===== config.mk =====
export PLATFORM = sky130hd
export DESIGN_NAME = gpu_line_drawer_flat
export DESIGN_NICKNAME = d
export VERILOG_FILES = /design/src/rtl/gpu_line_drawer_if.sv /design/src/rtl/gpu_line_drawer.sv /design/src/flat_wrapper.sv
export SDC_FILE = /design/constraint.sdc
export NUM_CORES = 1
export LEC_CHECK = 0
export CORE_MARGIN = 1.5
export CORE_UTILIZATION = 38
export DETAILED_ROUTE_END_ITERATION = 10
export HOLD_SLACK_MARGIN = 0.12
export PLACE_DENSITY_LB_ADDON = 0.3
export SETUP_SLACK_MARGIN = 0.3
export SLEW_MARGIN = 20
export SYNTH_ARGS = -nofsm -noshare
export SYNTH_HDL_FRONTEND = slang
export SYNTH_SLANG_ARGS = --single-unit

===== constraint.sdc =====
create_clock -name clk -period 8.7 [get_ports clk]
set_clock_uncertainty 0.15 [all_clocks]
set_input_delay 1.74 -clock clk [delete_from_list [all_inputs] [get_ports clk]]
set_output_delay 1.74 -clock clk [all_outputs]
set_load 0.01 [all_outputs]

===== src/rtl/gpu_line_drawer_if.sv =====
// Command/pixel bundle between the command decoder, the line drawer and the framebuffer writer.
// Signal suffixes are named from the line drawer's point of view.
interface gpu_line_drawer_if;
    logic [9:0]  x1_i;
    logic [8:0]  y1_i;
    logic [9:0]  x2_i;
    logic [8:0]  y2_i;
    logic [7:0]  r_i;
    logic [7:0]  g_i;
    logic [7:0]  b_i;
    logic        start_i;
    logic        pix_ready_i;
    logic [9:0]  pix_x_o;
    logic [8:0]  pix_y_o;
    logic [23:0] pix_color_o;
    logic        pix_valid_o;
    logic        busy_o;
    logic        finished_o;

    modport master (
        output x1_i, y1_i, x2_i, y2_i, r_i, g_i, b_i, start_i, pix_ready_i,
        input  pix_x_o, pix_y_o, pix_color_o, pix_valid_o, busy_o, finished_o
    );

    modport slave (
        input  x1_i, y1_i, x2_i, y2_i, r_i, g_i, b_i, start_i, pix_ready_i,
        output pix_x_o, pix_y_o, pix_color_o, pix_valid_o, busy_o, finished_o
    );
endinterface


===== src/rtl/gpu_line_drawer.sv =====
// Bresenham line rasterizer: latches endpoints and colour, then emits one pixel per
// accepted handshake and pulses finished once the endpoint has been accepted.
module gpu_line_drawer (
    input logic            clk,
    input logic            n_rst,
    gpu_line_drawer_if.slave bus
);
    typedef enum logic [2:0] {IDLE, SETUP, DRAW, DONE, WAIT_LOW} state_t;

    state_t             state_q, state_d;
    logic [9:0]         x1_q, x1_d, x2_q, x2_d;
    logic [8:0]         y1_q, y1_d, y2_q, y2_d;
    logic [23:0]        color_q, color_d;
    logic [9:0]         curX_q, curX_d;
    logic [8:0]         curY_q, curY_d;
    logic signed [10:0] dx_q, dx_d, dy_q, dy_d;
    logic               sxNeg_q, sxNeg_d, syNeg_q, syNeg_d;
    logic signed [11:0] err_q, err_d;
    logic               valid_q, valid_d, busy_q, busy_d, finished_q, finished_d;

    logic signed [12:0] e2;
    logic               stepX, stepY, atEnd, handshake;
    logic [9:0]         xDiff;
    logic [8:0]         yDiff;

    always_ff @(posedge clk or negedge n_rst) begin
        if (!n_rst) begin
            state_q    <= IDLE;
            x1_q       <= '0;
            y1_q       <= '0;
            x2_q       <= '0;
            y2_q       <= '0;
            color_q    <= '0;
            curX_q     <= '0;
            curY_q     <= '0;
            dx_q       <= '0;
            dy_q       <= '0;
            sxNeg_q    <= 1'b0;
            syNeg_q    <= 1'b0;
            err_q      <= '0;
            valid_q    <= 1'b0;
            busy_q     <= 1'b0;
            finished_q <= 1'b0;
        end else begin
            state_q    <= state_d;
            x1_q       <= x1_d;
            y1_q       <= y1_d;
            x2_q       <= x2_d;
            y2_q       <= y2_d;
            color_q    <= color_d;
            curX_q     <= curX_d;
            curY_q     <= curY_d;
            dx_q       <= dx_d;
            dy_q       <= dy_d;
            sxNeg_q    <= sxNeg_d;
            syNeg_q    <= syNeg_d;
            err_q      <= err_d;
            valid_q    <= valid_d;
            busy_q     <= busy_d;
            finished_q <= finished_d;
        end
    end

    always_comb begin
        state_d    = state_q;
        x1_d       = x1_q;
        y1_d       = y1_q;
        x2_d       = x2_q;
        y2_d       = y2_q;
        color_d    = color_q;
        curX_d     = curX_q;
        curY_d     = curY_q;
        dx_d       = dx_q;
        dy_d       = dy_q;
        sxNeg_d    = sxNeg_q;
        syNeg_d    = syNeg_q;
        err_d      = err_q;

        e2        = {err_q, 1'b0};
        stepX     = (e2 >= $signed({{2{dy_q[10]}}, dy_q}));
        stepY     = (e2 <= $signed({{2{dx_q[10]}}, dx_q}));
        atEnd     = (curX_q == x2_q) && (curY_q == y2_q);
        handshake = valid_q && bus.pix_ready_i;
        xDiff     = (x2_q >= x1_q) ? (x2_q - x1_q) : (x1_q - x2_q);
        yDiff     = (y2_q >= y1_q) ? (y2_q - y1_q) : (y1_q - y2_q);

        case (state_q)
            IDLE: begin
                if (bus.start_i) begin
                    x1_d    = bus.x1_i;
                    y1_d    = bus.y1_i;
                    x2_d    = bus.x2_i;
                    y2_d    = bus.y2_i;
                    color_d = {bus.r_i, bus.g_i, bus.b_i};
                    state_d = SETUP;
                end
            end
            SETUP: begin
                dx_d    = $signed({1'b0, xDiff});
                dy_d    = -$signed({2'b00, yDiff});
                sxNeg_d = (x2_q < x1_q);
                syNeg_d = (y2_q < y1_q);
                err_d   = $signed({dx_d[10], dx_d}) + $signed({dy_d[10], dy_d});
                curX_d  = x1_q;
                curY_d  = y1_q;
                state_d = DRAW;
            end
            DRAW: begin
                // Both axis steps may fire together on a diagonal move.
                if (handshake) begin
                    if (atEnd) begin
                        state_d = DONE;
                    end else begin
                        err_d = err_q
                              + (stepX ? $signed({dy_q[10], dy_q}) : 12'sd0)
                              + (stepY ? $signed({dx_q[10], dx_q}) : 12'sd0);
                        if (stepX) curX_d = sxNeg_q ? (curX_q - 10'd1) : (curX_q + 10'd1);
                        if (stepY) curY_d = syNeg_q ? (curY_q - 9'd1) : (curY_q + 9'd1);
                    end
                end
            end
            DONE:     state_d = WAIT_LOW;
            WAIT_LOW: if (!bus.start_i) state_d = IDLE;
            default:  state_d = IDLE;
        endcase

        valid_d    = (state_d == DRAW);
        busy_d     = (state_d != IDLE);
        finished_d = (state_d == DONE);
    end

    assign bus.pix_x_o     = curX_q;
    assign bus.pix_y_o     = curY_q;
    assign bus.pix_color_o = color_q;
    assign bus.pix_valid_o = valid_q;
    assign bus.busy_o      = busy_q;
    assign bus.finished_o  = finished_q;
endmodule

===== src/flat_wrapper.sv =====
// flat-port wrapper written by rule: the top's interface ports become plain ports
module gpu_line_drawer_flat 
  (clk, n_rst, bus_x1_i, bus_y1_i, bus_x2_i, bus_y2_i, bus_r_i, bus_g_i, bus_b_i, bus_start_i, bus_pix_ready_i, bus_pix_x_o, bus_pix_y_o, bus_pix_color_o, bus_pix_valid_o, bus_busy_o, bus_finished_o);
  gpu_line_drawer_if bus_i ();
  input logic clk;
  input logic n_rst;
  input wire logic [$bits(bus_i.x1_i)-1:0] bus_x1_i;
  input wire logic [$bits(bus_i.y1_i)-1:0] bus_y1_i;
  input wire logic [$bits(bus_i.x2_i)-1:0] bus_x2_i;
  input wire logic [$bits(bus_i.y2_i)-1:0] bus_y2_i;
  input wire logic [$bits(bus_i.r_i)-1:0] bus_r_i;
  input wire logic [$bits(bus_i.g_i)-1:0] bus_g_i;
  input wire logic [$bits(bus_i.b_i)-1:0] bus_b_i;
  input wire logic [$bits(bus_i.start_i)-1:0] bus_start_i;
  input wire logic [$bits(bus_i.pix_ready_i)-1:0] bus_pix_ready_i;
  output wire logic [$bits(bus_i.pix_x_o)-1:0] bus_pix_x_o;
  output wire logic [$bits(bus_i.pix_y_o)-1:0] bus_pix_y_o;
  output wire logic [$bits(bus_i.pix_color_o)-1:0] bus_pix_color_o;
  output wire logic [$bits(bus_i.pix_valid_o)-1:0] bus_pix_valid_o;
  output wire logic [$bits(bus_i.busy_o)-1:0] bus_busy_o;
  output wire logic [$bits(bus_i.finished_o)-1:0] bus_finished_o;
  assign bus_i.x1_i = bus_x1_i;
  assign bus_i.y1_i = bus_y1_i;
  assign bus_i.x2_i = bus_x2_i;
  assign bus_i.y2_i = bus_y2_i;
  assign bus_i.r_i = bus_r_i;
  assign bus_i.g_i = bus_g_i;
  assign bus_i.b_i = bus_b_i;
  assign bus_i.start_i = bus_start_i;
  assign bus_i.pix_ready_i = bus_pix_ready_i;
  assign bus_pix_x_o = bus_i.pix_x_o;
  assign bus_pix_y_o = bus_i.pix_y_o;
  assign bus_pix_color_o = bus_i.pix_color_o;
  assign bus_pix_valid_o = bus_i.pix_valid_o;
  assign bus_busy_o = bus_i.busy_o;
  assign bus_finished_o = bus_i.finished_o;
  gpu_line_drawer u_core (.clk(clk), .n_rst(n_rst), .bus(bus_i));
endmodule

Word-level counts from Yosys, hierarchy flattened
Index checks and enable logic that the tools add are counted.
- register bits: 122
- bits of input ports: 66
- output and inout port bits: 46
- logic and storage cells: 77
- add/subtract/negate cells: 12
- $lt $le $gt $ge: 6
- equal/unequal tests: 12
- multiplexer cells: 22
- reductions and logical operators: 9
- operators with widths (kind ; number):
    10-bit 2-to-1 mux ; 6
    9-bit 2-to-1 mux ; 5
    12-bit 2-to-1 mux ; 3
    12-bit adder ; 2
    12-bit one-hot mux with 2 select lines ; 1
    10-bit one-hot mux with 2 select lines ; 1
    10-bit subtractor ; 2
    9-bit one-hot mux with 2 select lines ; 1
    9-bit subtractor ; 2
    3-bit one-hot mux with 5 select lines ; 1
    13-bit by 11-bit greater-or-equal comparator with 1-bit output ; 1
    13-bit by 11-bit <= comparator with 1-bit output ; 1
    11-bit by 11-bit adder with 12-bit output ; 1
    3-bit by 2-bit == test with 1-bit output, second input constant ; 4
    3-bit 2-to-1 mux ; 4
    9-bit negation with 11-bit output ; 1
    10-bit by 1-bit adder with 10-bit output, second input constant ; 1
    10-bit == test ; 1
    10-bit greater-or-equal comparator ; 1
    10-bit < comparator ; 1
    10-bit by 1-bit subtractor with 10-bit output, second input constant ; 1
    9-bit by 1-bit adder with 9-bit output, second input constant ; 1
    9-bit == test ; 1
    9-bit greater-or-equal comparator ; 1
    13 further kinds ; 17

Depth between registers and ports, before layout
- depth in word-level cells: 7
- depth in mapped cells: 28
- gate-level depth less buffers: 27

Worst setup path after synthesis
No wires, ideal clock.
- path kind: register to register
- from: reg u_core.err_q[1]
- to: reg u_core.err_q[11]
- library setup time: 71 ps
- arrival: 5114 ps
- data required time: 8479 ps
- setup slack: 3365 ps
- cell stages (with the launch flop): 28
- buffers on the path: 1
- clock period less this slack: 5335 ps
- path through: dfrtp_1 > ha_1 > a21o_1 > a21o_1 > a21o_1 > a21o_1 > a21o_1 > a21o_1 > a21o_1 > a21oi_1 > clkbuf_1 > nand2_1 > fa_1 > inv_1 > ha_1 > inv_1 > fa_1 > nor2b_1 > o21ai_1 > a21boi_0 > o21ai_1 > a21o_1 > a21boi_1 > nand3_1 > o211ai_1 > xnor2_1 > or4_1 > nand4_1
- cells in the longest elaborated chain, start to end: 7
- RTL lines (item ; line ; source):
    start, declared ; gpu_line_drawer.sv:18 ; logic signed [11:0] err_q, err_d;
    start signal, assigned ; gpu_line_drawer.sv:57 ; err_q <= err_d;
    13-bit by 11-bit greater-or-equal comparator with 1-bit output ; gpu_line_drawer.sv:80 ; stepX = (e2 >= $signed({{2{dy_q[10]}}, dy_q}));
    12-bit 2-to-1 mux ; gpu_line_drawer.sv:115 ; + (stepX ? $signed({dy_q[10], dy_q}) : 12'sd0)
    12-bit adder ; gpu_line_drawer.sv:115 ;
    12-bit adder * ; gpu_line_drawer.sv:116 ; + (stepY ? $signed({dx_q[10], dx_q}) : 12'sd0);
    12-bit 2-to-1 mux * ; gpu_line_drawer.sv:111 ; if (atEnd) begin
    12-bit 2-to-1 mux * ; gpu_line_drawer.sv:110 ; if (handshake) begin
    12-bit one-hot mux with 2 select lines * ; gpu_line_drawer.sv:87 ; case (state_q)
Every way passes the cells marked *; elsewhere a longest branch is shown, timed or not. The select of a mux whose other input is x is not followed.
A chain may end at the register's enable or synchronous reset.

Final worst setup path
Same ends and word-level chain as after synthesis.

==> results.yml <==
run_status:
  status: "finished clean"
setup_path:
  cp_max_fo: 14
  r2r_slack_ns: 2.92
  path_class: "flop to flop"
  r2r-end: "u_core.err_q[11]"
  r2r-start: "u_core.err_q[1]"
  crit_end: "u_core.err_q[11]"
  critPathCaptureType: "flop"
  required_ns: 8.91
  crit_path_start_kind: "flop"
  crit_start: "u_core.err_q[1]"
  r2r_cells: 26
  cp.arrival_ns: 5.99
layout:
  final_nets: 1305
  area_growth_pct: 22.42
  fillCellCount: 2284
  final_layout_size_suffix_gt1_share_pct: 7.982
  antennaDiodeCount: 0
placed_design:
  portBuffers: 111
  dp_hpwl_mm: 17.56
  gp_congestion: 0.8694
routing:
  vias: 7400
  wire_per_inst_um: 16.20
  ant_nets: 0
  wl_mm: 23.64
  dr.pass1.iters: 5
  drc: 0
  viasPerCell: 5.072
  drtIter0Drc: 368
clock_tree:
  cts_tree: "yes"
  clk_pin_slew_ns: 0.06
  numCtsBuffers: 17
  ctsLongestPathBuffers: 2
  root_buffer: "clkbuf_16"
  clk_latency_ns: 0.43
  htreeDepth: 4
  cts_hold_buf: 0
  post_cts_resize_count: 0
  clock-sinks: 122
  post_cts_buffers: 0
global_routing:
  grt_pass1_wl_mm: 38.81
  antenna_found_initial: 0
  grt_pass1_vias: 7420
  grt_max_degree: 99
  track_usage_pct: 20.35
  grt_remaining_overflow: 0
timing:
  rsz0062_at_grt: "no"
  finalSetupViolCount: 0
  tns_ns: 0
  hold_violations: 0
  layout_min_cycle_time_ns: 5.783
  finalCritPeriodShare_pct: 66.47
  slew_headroom_pct: 34.40
  worst-slew-pin-transition_ns: 0.9840
  slew_violations: 0
  fmax_mhz: 172.9
synthesis:
  async_flop_share_pct: 100.0
  synth_common_cells: "nand2_1 (126), dfrtp_1 (122), inv_1 (122)"
  seq_area_frac_synth_pct: 33.72
  synth-seq-cells: 122
  synth_area_leaders: "dfrtp_1 (34%), ha_1 (13%), xnor2_1 (5.5%), nand2_1 (5.2%), inv_1 (5.1%)"
  yosysWarnings: 0
  synth_top_cell_area_share_pct: 33.72
  yosysMostFrequentCell: "nand2_1"
  syn_inst: 1022
  synth_top_area_cell: "dfrtp_1"
  synth_area_sq_um: 9054
  syn_nets: 1200
  synth_edf_count: 0
  postSynthAreaPerCell_sq_um: 8.859
  ys.flop_type: "dfrtp_1"
  yosys.cell_types.count: 60
floorplan:
  die_w_um: 157.4
  ios: 112
  core.rowCount: 56
  coreArea_sq_um: 23400
  initial_core_util_pct: 38.69
  die_h_um: 157.4
  dieArea_sq_um: 24760
min_path:
  hp-class: "flop to flop"
job:
  max_cap_viol_count: 0
worst min-delay path by stage:
stage	start	end	slack, ns	cells after the start
after detailed placement	u_core.bus.pix_color_o[7]	u_core.bus.pix_color_o[7]	0.35	1
final	u_core.bus.pix_color_o[7]	u_core.bus.pix_color_o[7]	0.36	1
after CTS	u_core.bus.pix_color_o[7]	u_core.bus.pix_color_o[7]	0.36	1
after floorplan	u_core.dx_q[0]	u_core.dx_q[0]	0.30	2
after global routing	u_core.bus.pix_color_o[14]	u_core.bus.pix_color_o[14]	0.38	1
after global placement	u_core.bus.pix_color_o[2]	u_core.bus.pix_color_o[2]	0.34	1
per-stage QoR:
step | area (sq um) | hold slack, ns | utilization [%] | cells | setup slack, ns
floorplan | 9054 | 0.3046 | - | 1022 | 3.365
global placement | 10510 | 0.3389 | 44.90 | 1427 | 2.732
detailed placement | 10510 | 0.3464 | 44.90 | 1427 | 2.590
finish | 11080 | 0.3572 | 47.36 | 1459 | 2.917
global route | 11080 | 0.3795 | 47.36 | 1459 | 2.549
CTS | 11080 | 0.3621 | 47.33 | 1459 | 2.559
flip-flops by register name, summed over array words and instances, names as in the netlist:
signal and count:
u_core.dy_q 11, u_core.sxNeg_q 1, u_core.bus.pix_x_o 10, u_core.bus.pix_valid_o 1, u_core.bus.pix_y_o 9, u_core.y1_q 9
u_core.syNeg_q 1, u_core.bus.finished_o 1, u_core.y2_q 9, u_core.x1_q 10, u_core.dx_q 10, u_core.err_q 12
u_core.state_q 3, u_core.bus.pix_color_o 24, u_core.x2_q 10, u_core.bus.busy_o 1
cell families after synthesis:
family	Yosys count	synth area share [%]
mux	49	5.943
fa+ha+maj	112	16.97
xor+xnor	69	6.675
buf+inv	156	6.564
simple gates	254	12.60
flops	122	33.72
compound gates	260	17.52
cell usage in the layout, fill, tap and decap left out, types with 5 or more instances in the layout:
master,n
xor2_1,12
a211oi_1,8
o21ai_1,8
o21ai_0,84
a21oi_1,72
clkbuf_16,17
a21o_1,26
nand2_1,126
dfrtp_1,122
inv_1,122
o22ai_1,6
ha_1,94
and2_1,7
buf_4,9
nand2b_1,15
fa_1,18
xnor2_1,57
nand4_1,9
clkdlybuf4s50_1,110
mux2i_1,11
o211ai_1,5
inv_6,6
o21bai_1,9
nand3_1,13
nor3_1,10
nor2_1,46
nor2b_1,10
mux2_2,37
layout make-up:
| type | count | area, sq um | share of cell area, % |
|---|---|---|---|
| clock buffer | 18 | 429.2 | 3.872 |
| clock inverter | 14 | 138.9 | 1.253 |
| inverter | 123 | 461.7 | 4.166 |
| multi-input combinational | 744 | 5433 | 49.02 |
| sequential | 122 | 3053 | 27.55 |
| tap | 319 | 399.1 | 3.601 |
| timing repair buffer | 119 | 1169 | 10.54 |
per-layer routing:
| layer | wire (um) | vias to the layer above | GRT usage [%] |
|---|---|---|---|
| met1 | 10920 | 3504 | 26.89 |
| met3 | 1347 | 35 | 4.213 |
| met5 | 0 | - | 0 |
| li1 | - | 3681 | - |
| met4 | 598 | 0 | 8.086 |
| met2 | 10770 | 180 | 32.54 |
critical path, stage by stage, from the launching register on:
cell and delay [ns]:
dfrtp_1 0.40, ha_1 0.33, a21o_1 0.17, a21o_1 0.17
a21o_1 0.17, a21o_1 0.18, a21o_1 0.17, a21o_1 0.17
a21o_1 0.18, a21oi_2 0.55, nand2_1 0.16, fa_1 0.47
inv_1 0.07, ha_1 0.16, inv_1 0.05, fa_1 0.40
nor2b_1 0.14, o21ai_1 0.08, a21boi_0 0.26, o21ai_1 0.12
a21o_1 0.21, a21boi_1 0.16, nand3_1 0.10, o211ai_1 0.11
xnor2_1 0.10, or4_1 0.40, nand4_1 0.09
Power is left out: the tool's default activity adds up to more than one toggle a clock period on the data nets, which glitch-free logic cannot reach.
